[config.mk]
export PLATFORM = sky130hd
export DESIGN_NAME = ptc_step_decoder_flat
export DESIGN_NICKNAME = d
export VERILOG_FILES = /design/src/rtl/ptc_pkg.sv /design/src/rtl/ptc_step_decoder_if.sv /design/src/rtl/ptc_code_map.sv /design/src/rtl/ptc_step_decoder.sv /design/src/flat_wrapper.sv
export SDC_FILE = /design/constraint.sdc
export NUM_CORES = 1
export LEC_CHECK = 0
export CAP_MARGIN = 5
export CORE_MARGIN = 2
export CORE_UTILIZATION = 51
export CTS_BUF_LIST = sky130_fd_sc_hd__clkbuf_16
export CTS_CLUSTER_DIAMETER = 60
export DETAILED_ROUTE_END_ITERATION = 12
export PLACE_DENSITY = 0.85
export SETUP_SLACK_MARGIN = 0.2
export SLEW_MARGIN = 20
export SYNTH_ARGS = -nofsm -noshare
export SYNTH_HDL_FRONTEND = slang
export SYNTH_SLANG_ARGS = --single-unit
[constraint.sdc]
create_clock -name clk -period 6.12 [get_ports clk]
set_input_delay 1.53 -clock clk [delete_from_list [all_inputs] [get_ports clk]]
set_output_delay 1.53 -clock clk [all_outputs]
set_load 0.02 [all_outputs]
[src/rtl/ptc_pkg.sv]
// Shared types and constants for the PTC phase-tap control blocks.
package ptc_pkg;

   typedef enum logic {
      IDLE = 1'b0,
      RAMP = 1'b1
   } ptc_state_t;

   localparam int unsigned PTC_W_DEF        = 4;
   localparam int unsigned PTC_STEP_DIV_DEF = 4;
   localparam int unsigned PTC_TMR_W        = 8;

endpackage

[src/rtl/ptc_step_decoder_if.sv]
// Target-code offer channel for ptc_step_decoder: valid/ready handshake plus payload.
interface ptc_step_decoder_if
   import ptc_pkg::*;
#(
   parameter int unsigned W = PTC_W_DEF
);

   logic         tgt_valid;
   logic         tgt_ready;
   logic [W-1:0] tgt_code;
   logic         mode;

   modport master (output tgt_valid, output tgt_code, output mode, input  tgt_ready);
   modport slave  (input  tgt_valid, input  tgt_code, input  mode, output tgt_ready);

endinterface

[src/rtl/ptc_code_map.sv]
// Combinational phase-code to tap-select map: one-hot (mode=0) or thermometer (mode=1).
module ptc_code_map
   import ptc_pkg::*;
#(
   parameter int unsigned W = PTC_W_DEF
) (
   input  logic [W-1:0]    code,
   input  logic            mode,
   output logic [2**W-1:0] T
);

   logic [W:0] code_x;

   assign code_x = {1'b0, code};

   // Tap i corresponds to code i+1, so code 0 selects nothing in either mode.
   always_comb begin
      T = '0;
      for (int unsigned i = 0; i < 2**W; i++) begin
         if (mode) begin
            T[i] = (code_x > (W+1)'(i));
         end else begin
            T[i] = (code_x == (W+1)'(i + 1));
         end
      end
   end

endmodule

[src/rtl/ptc_step_decoder.sv]
// Ramps the applied phase code one LSB per STEP_DIV enabled cycles toward an accepted target and decodes it to taps.
module ptc_step_decoder
   import ptc_pkg::*;
#(
   parameter int unsigned W        = PTC_W_DEF,
   parameter int unsigned STEP_DIV = PTC_STEP_DIV_DEF
) (
   input  logic              clk,
   input  logic              rst_n,
   input  logic              en,
   ptc_step_decoder_if.slave tgt,
   output logic [W-1:0]      cur_code,
   output logic [2**W-1:0]   T,
   output logic [2**W-1:0]   Tb,
   output logic              busy,
   output logic              done
);

   if (STEP_DIV < 1 || STEP_DIV > 255) begin : g_bad_step_div
      $error("ptc_step_decoder: STEP_DIV must be in 1..255");
   end

   ptc_state_t           state;
   logic [W-1:0]         tgt_q;
   logic                 mode_q;
   logic [PTC_TMR_W-1:0] tmr;
   logic [W-1:0]         next_code;
   logic                 step_now;

   assign step_now  = en && (tmr == PTC_TMR_W'(STEP_DIV - 1));
   // RAMP is only entered with cur_code != tgt_q, so this never wraps.
   assign next_code = (tgt_q > cur_code) ? cur_code + W'(1) : cur_code - W'(1);

   always_ff @(posedge clk) begin
      if (!rst_n) begin
         state    <= IDLE;
         cur_code <= '0;
         tgt_q    <= '0;
         mode_q   <= 1'b0;
         tmr      <= '0;
         done     <= 1'b0;
      end else begin
         done <= 1'b0;
         case (state)
            IDLE: begin
               if (tgt.tgt_valid) begin
                  tgt_q  <= tgt.tgt_code;
                  mode_q <= tgt.mode;
                  tmr    <= '0;
                  if (tgt.tgt_code == cur_code) begin
                     done <= 1'b1;
                  end else begin
                     state <= RAMP;
                  end
               end
            end
            RAMP: begin
               if (step_now) begin
                  tmr      <= '0;
                  cur_code <= next_code;
                  if (next_code == tgt_q) begin
                     state <= IDLE;
                     done  <= 1'b1;
                  end
               end else if (en) begin
                  tmr <= tmr + PTC_TMR_W'(1);
               end
            end
            default: state <= IDLE;
         endcase
      end
   end

   assign tgt.tgt_ready = (state == IDLE);
   assign busy          = (state == RAMP);

   ptc_code_map #(.W(W)) u_code_map (
      .code (cur_code),
      .mode (mode_q),
      .T    (T)
   );

   assign Tb = ~T;

endmodule

[src/flat_wrapper.sv]
// flat-port wrapper written by rule: the top's interface ports become plain ports
module ptc_step_decoder_flat import ptc_pkg::*;
#(
   parameter int unsigned W        = PTC_W_DEF,
   parameter int unsigned STEP_DIV = PTC_STEP_DIV_DEF
)
  (clk, rst_n, en, cur_code, T, Tb, busy, done, tgt_tgt_valid, tgt_tgt_code, tgt_mode, tgt_tgt_ready);
  ptc_step_decoder_if #(.W(W)) tgt_i ();
  input  logic clk;
  input  logic rst_n;
  input  logic en;
  output logic [W-1:0] cur_code;
  output logic [2**W-1:0] T;
  output logic [2**W-1:0] Tb;
  output logic busy;
  output logic done;
  input wire logic [$bits(tgt_i.tgt_valid)-1:0] tgt_tgt_valid;
  input wire logic [$bits(tgt_i.tgt_code)-1:0] tgt_tgt_code;
  input wire logic [$bits(tgt_i.mode)-1:0] tgt_mode;
  output wire logic [$bits(tgt_i.tgt_ready)-1:0] tgt_tgt_ready;
  assign tgt_i.tgt_valid = tgt_tgt_valid;
  assign tgt_i.tgt_code = tgt_tgt_code;
  assign tgt_i.mode = tgt_mode;
  assign tgt_tgt_ready = tgt_i.tgt_ready;
  ptc_step_decoder #(.W(W), .STEP_DIV(STEP_DIV)) u_core (.clk(clk), .rst_n(rst_n), .en(en), .tgt(tgt_i), .cur_code(cur_code), .T(T), .Tb(Tb), .busy(busy), .done(done));
endmodule
==> metrics, run 1 <==
result of the run finished, final reports clean; top-area cell type share of the netlist area 23.5%; number of library cell types mapped by synthesis 49; synthesized area per cell 7.43 µm²; sink of the worst hold path u_core.tmr[7]$_SDFFE_PN0P_; ranking of synthesized cells by area sky130_fd_sc_hd__dfxtp_1 (23%), sky130_fd_sc_hd__ha_1 (7.7%), sky130_fd_sc_hd__nor2_1 (5.3%); CP Class reg -> out; gate count of the mapped netlist 218; sequence of cells on the critical path inv_1, ha_1, nor2_1, nand2_1, o21ai_0, nand2_1, and2_1, inv_1, clkdlybuf4s50_1; Area Growth Syn to Fin 32.2%; Achievable Freq 0.242 GHz; required time at the endpoint of the critical path 4590 ps; count of filler cells inserted in the layout 253; post-place instance area 0.00206 mm²; number of global-route vias before repair 1321; iteration count of the initial detailed-routing pass 4; switching power as a share of total power 26.6%; nets@finish 275; Arrival @ worst endpoint 2610 ps; RePlAce Congestion 0.840; Setup crit end kind output pin; layout cells sized above 1 7.84%; worst skew pair latency 250 ps; final routed wirelength across all metal layers 3690 µm; sequential fraction of design power 38.7%; worst slew margin relative to its limit 45.9%; total grt overflow 0; DP Cell Count 295; number of buffers on the longest clock path 2; Post-synth top flop sky130_fd_sc_hd__dfxtp_1; flip-flop and latch count after synthesis 19; Slowest cell on crit path sky130_fd_sc_hd__clkdlybuf4s50_1; Clk network pwr share 40.3%; Min Clock Period, post-route 4140 ps; Ports 48; maximum resistive drop on vdd 0.220 mV; area occupied by registers 380 µm²; global-route wire length before repair 5890 µm; area enclosed by the die boundary 0.00364 mm²; proportion of register bits with asynchronous set or reset after synthesis 0%; Post-DP HPWL 2790 µm; Initial Utilization 53.5%; Final Worst Setup Slack 1980 ps; worst path buffer plus inverter count 3; standard-cell rows 20; antenna cell count 0; root cell of the clock tree sky130_fd_sc_hd__clkbuf_16; Avg Vias per Cell 5.19; area of the mapped netlist 0.00162 mm²; post-detailed-route DRC marker count 0; area of all placed cells without fillers 0.00214 mm²; Gate power share 21.0%; number of pins exceeding their max-slew limit in the final report 0; antenna violations before repair 0; transition at the pin with the smallest max-transition slack 810 ps; die outline height 60.3 µm; post-detailed-route wirelength per cell 12.3 µm; total setup violations reported at the end of the flow 0; GRT Util Overall 21.1%; max-cap check violation count 0; Setup Buffers After CTS 0; number of nets in the synthesized netlist 237; First DRT Iteration DRCs 28; cell family contributing the most delay on the critical path buffers and inverters; RSZ-0062 raised after global routing no; pin count of the biggest net entering global routing 20; clock tree from TritonCTS done; warnings from Yosys 0; number of CTS-inserted buffers 3; Core Footprint 0.00303 mm²; clk sinks 19; number of cells on the worst reg-to-reg path 8; class of the most critical hold timing path reg -> reg; launching element type of the critical path flop; Pint 0.000249 W; Worst Min Path Start u_core.tmr[7]$_SDFFE_PN0P_; launch instance of the worst register-to-register path u_core.cur_code[2]$_SDFFE_PN0P_; deepest level of the CTS H-tree 1; capture instance of the worst register-to-register path u_core.done$_SDFF_PN0_; skew final 1.45 ps; # hold bufs at CTS 0; number of synthesized flops with an enable pin 0; delay of the slowest cell on the worst path 590 ps; count of buffers inserted at the top-level ports 45; number of hold violations in the final report 0; horizontal die dimension 60.3 µm; final setup TNS 0 ps; P per Cell Area 158 mW/mm²; internal reg-to-reg setup slack 3050 ps; clock slew at reported path FFs 60 ps; Vias 1551; Gates resized, CTS repair 0; multi-input combinational cell area 0.00109 mm²; worst hold stages 2; post-route antenna net violation count 0; worst slack, placed 2270 ps; final cycle utilization of the critical path 67.6%; net switching power figure 0.0000903 W; leakage dissipation 0.947 nW; post-route non-filler standard cell count 299; sequential element share of the synthesized area 23.5%; leading area contributor after synthesis sky130_fd_sc_hd__dfxtp_1; largest fanout on the critical path 12
[logic make-up after synthesis]
kind of cell,synth area share [%]
and+or+nand+nor,26.9
AOI/OAI and AO/OA,21.3
buffers and inverters,9.27
DFF,23.5
adders and majority gates,7.73
xor gates and xnor gates,6.49
muxes,4.41
other,0.464
[registers in the layout, indices dropped and copies added, names as in the netlist]
register / flops
u_core.cur_code: 4
u_core.tgt_q: 4
u_core.done: 1
u_core.mode_q: 1
u_core.tmr: 8
u_core.busy: 1
[routing by layer]
metal | track usage, % | vias up | share of wire [%]
met5 | 0 | - | 0
met4 | 4.76 | 0 | 0.79
met3 | 4.26 | 4 | 4.9
met2 | 35.4 | 44 | 48
met1 | 28.0 | 702 | 47
li1 | - | 801 | -
[power groups by stage]
stage	Sequential [W]	Combinational (W)	Clock [W]
finish	0.000131	0.0000711	0.000137
global route	0.000132	0.0000771	0.000144
CTS	0.000131	0.0000711	0.000139
detailed placement	0.000134	0.0000707	0
global placement	0.000134	0.0000693	0
floorplan	0.000133	0.0000528	0
[through the flow]
| step | total power [W] | util (%) | hold WS, ps |
|---|---|---|---|
| 6_report | 0.000339 | 70.7 | 495 |
| 4_1_cts | 0.000342 | 70.7 | 498 |
| 5_1_grt | 0.000353 | 70.7 | 534 |
| 2_1_floorplan | 0.000185 | - | 458 |
| 3_5_place_dp | 0.000204 | 68.1 | 489 |
| 3_3_place_gp | 0.000203 | 68.1 | 476 |
[worst max path at each step]
| stage | from | cells past startpoint | slack, ps | endpoint |
|---|---|---|---|---|
| 2_1_floorplan | u_core.cur_code[0]$_SDFFE_PN0P_ | 9 | 2780 | T[5] |
| 3_3_place_gp | u_core.cur_code[0]$_SDFFE_PN0P_ | 9 | 2370 | T[5] |
| 3_5_place_dp | u_core.cur_code[1]$_SDFFE_PN0P_ | 9 | 2270 | T[5] |
| 4_1_cts | u_core.cur_code[1]$_SDFFE_PN0P_ | 9 | 1990 | T[5] |
| 5_1_grt | u_core.cur_code[1]$_SDFFE_PN0P_ | 9 | 1760 | T[5] |
| 6_report | u_core.cur_code[0]$_SDFFE_PN0P_ | 9 | 1980 | T[5] |
[layout by cell type (no fill, tap or decap), types with 4 or more instances in the layout]
cell and n:
sky130_fd_sc_hd__ha_1 10, sky130_fd_sc_hd__clkdlybuf4s50_1 45, sky130_fd_sc_hd__nand2_1 21, sky130_fd_sc_hd__xor2_1 5, sky130_fd_sc_hd__or3_1 4, sky130_fd_sc_hd__nand2b_1 5, sky130_fd_sc_hd__nand3_1 6, sky130_fd_sc_hd__a21o_1 5
sky130_fd_sc_hd__and2_1 4, sky130_fd_sc_hd__a21oi_1 17, sky130_fd_sc_hd__inv_1 22, sky130_fd_sc_hd__nor3b_1 4, sky130_fd_sc_hd__mux2i_1 6, sky130_fd_sc_hd__dfxtp_1 19, sky130_fd_sc_hd__o21ai_0 14, sky130_fd_sc_hd__nor2_1 23
[layout make-up]
class,count,area share (%)
multi-input cells,164,50.8
repair buffers,45,21.0
flip-flops and latches,19,17.8
inverters,23,4.03
clock buffers,3,3.51
well taps,44,2.57
clock inverters,1,0.234
[synth_stat cells (2+ instances only)]
library cell               number
sky130_fd_sc_hd__a21o_1         5
sky130_fd_sc_hd__a21oi_1       17
sky130_fd_sc_hd__a21oi_2        2
sky130_fd_sc_hd__a31oi_1        2
sky130_fd_sc_hd__and2_1         4
sky130_fd_sc_hd__and3_1         3
sky130_fd_sc_hd__buf_2          3
sky130_fd_sc_hd__buf_4          2
sky130_fd_sc_hd__clkbuf_1       6
sky130_fd_sc_hd__conb_1         2
sky130_fd_sc_hd__dfxtp_1       19
sky130_fd_sc_hd__ha_1          10
sky130_fd_sc_hd__inv_1         22
sky130_fd_sc_hd__mux2i_1        6
sky130_fd_sc_hd__nand2_1       21
sky130_fd_sc_hd__nand2b_1       5
sky130_fd_sc_hd__nand3_1        6
sky130_fd_sc_hd__nor2_1        23
sky130_fd_sc_hd__nor2b_1        2
sky130_fd_sc_hd__nor3_1         3
sky130_fd_sc_hd__nor3b_1        4
sky130_fd_sc_hd__o21a_1         2
sky130_fd_sc_hd__o21ai_0       14
sky130_fd_sc_hd__o22ai_1        2
sky130_fd_sc_hd__or3_1          4
sky130_fd_sc_hd__xnor2_1        2
sky130_fd_sc_hd__xor2_1         5
[worst min-delay path, cell delays in order (launching register included)]
cell and delay, ps:
sky130_fd_sc_hd__dfxtp_1 320, sky130_fd_sc_hd__o21ai_0 70, sky130_fd_sc_hd__a21oi_1 60
Note: power is estimated with default switching activity, not from simulation.
==> run 2, diff against run 1 <==
Settings changed: CORE_UTILIZATION 51 to 43, PLACE_DENSITY 0.85 to 0.77.
Clock period 6.12 ns to 3.5 ns, I/O delays scaled along.
==> metrics, run 2 (synthesized netlist as in run 1, its figures left out) <==
result of the run finished, final reports clean; clock slew at reported path FFs 50 ps; pin count of the biggest net entering global routing 20; total setup violations reported at the end of the flow 0; class of the most critical hold timing path reg -> reg; most common library cell in the layout ignoring fill and taps sky130_fd_sc_hd__clkdlybuf4s50_1; worst path buffer plus inverter count 3; Area Growth Syn to Fin 34.5%; root cell of the clock tree sky130_fd_sc_hd__clkbuf_16; number of cells on the worst reg-to-reg path 8; final cycle utilization of the critical path 89.2%; GRT Util Overall 17.9%; iteration count of the initial detailed-routing pass 4; Avg Vias per Cell 5.16; Setup crit end kind output pin; area enclosed by the die boundary 0.00427 mm²; maximum resistive drop on vdd 0.313 mV; First DRT Iteration DRCs 76; die outline height 65.4 µm; most frequent CP cell sky130_fd_sc_hd__inv_1; CP Class reg -> out; clk sinks 19; max-cap check violation count 0; clock tree from TritonCTS done; worst slack, placed 403 ps; Slowest cell on crit path sky130_fd_sc_hd__clkdlybuf4s50_1; launching element type of the critical path flop; Post-DP HPWL 2980 µm; final routed wirelength across all metal layers 3690 µm; Final Worst Setup Slack 378 ps; antenna cell count 0; Min Clock Period, post-route 3120 ps; Crit. Startpoint u_core.cur_code[0]$_SDFFE_PN0P_; total grt overflow 0; largest fanout on the critical path 5; count of filler cells inserted in the layout 348; post-route antenna net violation count 0; number of buffers on the longest clock path 2; Ports 48; leakage dissipation 0.989 nW; launch instance of the worst register-to-register path u_core.cur_code[2]$_SDFFE_PN0P_; worst hold stages 2; horizontal die dimension 65.4 µm; deepest level of the CTS H-tree 1; Achievable Freq 0.320 GHz; area occupied by registers 382 µm²; capture instance of the worst register-to-register path u_core.done$_SDFF_PN0_; Initial Utilization 44.6%; internal reg-to-reg setup slack 680 ps; Worst Min Path Start u_core.tmr[7]$_SDFFE_PN0P_; post-detailed-route DRC marker count 0; count of buffers inserted at the top-level ports 45; standard-cell rows 22; RePlAce Congestion 0.826; antenna violations before repair 0; sequence of cells on the critical path inv_1, ha_1, nor2_1, o21ai_0, o21a_1, nand2b_1, inv_1, clkdlybuf4s50_1; skew final 4.00 ps; delay of the slowest cell on the worst path 590 ps; Core Footprint 0.00363 mm²; biggest regs u_core.tmr x8, u_core.cur_code x4, u_core.tgt_q x4; Biggest register u_core.tmr; global-route wire length before repair 6060 µm; cell family contributing the most delay on the critical path buffers and inverters; number of hold violations in the final report 0; worst slew margin relative to its limit 63.7%; layout cells sized above 1 9.27%; required time at the endpoint of the critical path 2620 ps; final setup TNS 0 ps; Vias 1583; transition at the pin with the smallest max-transition slack 541 ps; highest-count cells in the layout ignoring fill and taps sky130_fd_sc_hd__clkdlybuf4s50_1 (44), sky130_fd_sc_hd__inv_1 (23), sky130_fd_sc_hd__nor2_1 (23), sky130_fd_sc_hd__nand2_1 (21), sky130_fd_sc_hd__dfxtp_1 (18); number of pins exceeding their max-slew limit in the final report 0; RSZ-0062 raised after global routing no; multi-input combinational cell area 0.00109 mm²; # hold bufs at CTS 0; nets@finish 279; post-detailed-route wirelength per cell 12.0 µm; Largest register FFs 8; worst skew pair latency 250 ps; Layout Utilization 60.0%; number of CTS-inserted buffers 3; number of global-route vias before repair 1348; Arrival @ worst endpoint 2250 ps; sink of the worst hold path u_core.tmr[7]$_SDFFE_PN0P_; P per Cell Area 268 mW/mm²
## run 2: cell types whose count changed in the layout (fill, tap and decap cells not counted), sizes merged
cell           delta
clkdlybuf4s50     -1
buf               +4
inv               +1
dlymetal6s2s      +1
clkinv            -1
## run 2: per-layer routing
layer	up-vias	wire length, µm	GRT usage [%]
met5	-	0	0
li1	809	-	-
met2	58	1730	29.8
met4	0	25	3.39
met3	4	205	4.11
met1	712	1730	23.9
## run 2: timing repair
| action | CTS | global route |
|---|---|---|
| resized for setup | 0 | 2 |
| buffers inserted | 0 | 0 |
| setup endpoints to repair | 0 | 3 |
## run 2: area by class of cell
class                      instances  area share (%)
clock inverter                     1           0.172
timing repair buffer              49            22.2
inverter                          23            3.96
tap                               48            2.76
sequential                        19            17.5
clock buffer                       3            3.45
multi-input combinational        164            50.0
## run 2: worst max-delay path by stage
| stage | endpoint | slack, ps | cells after the start |
|---|---|---|---|
| 6_report | T[9] | 380 | 8 |
| 3_5_place_dp | u_core.done$_SDFF_PN0_ | 400 | 8 |
| 3_3_place_gp | u_core.done$_SDFF_PN0_ | 480 | 8 |
| 2_1_floorplan | u_core.busy$_SDFF_PN0_ | 520 | 10 |
| 5_1_grt | T[9] | 200 | 8 |
| 4_1_cts | T[5] | 300 | 9 |
## run 2: worst min-delay path, stage by stage, from the launching register on
cell and delay (ps):
sky130_fd_sc_hd__dfxtp_1 310, sky130_fd_sc_hd__o21ai_0 70, sky130_fd_sc_hd__a21oi_1 60
## run 2: where the power goes
group	switching, W	internal (W)
registers	0.00000746	0.000222
clock network	0.0000782	0.000152
logic	0.0000638	0.0000612
## run 2: stage by stage
stage	instance area (µm²)	power [W]	hold slack (ps)	instances
after floorplan	1620	0.000324	458	218
after global placement	2100	0.000357	475	303
after detailed placement	2100	0.000359	478	303
after CTS	2170	0.000590	484	307
after global routing	2180	0.000612	501	307
final	2180	0.000584	483	307
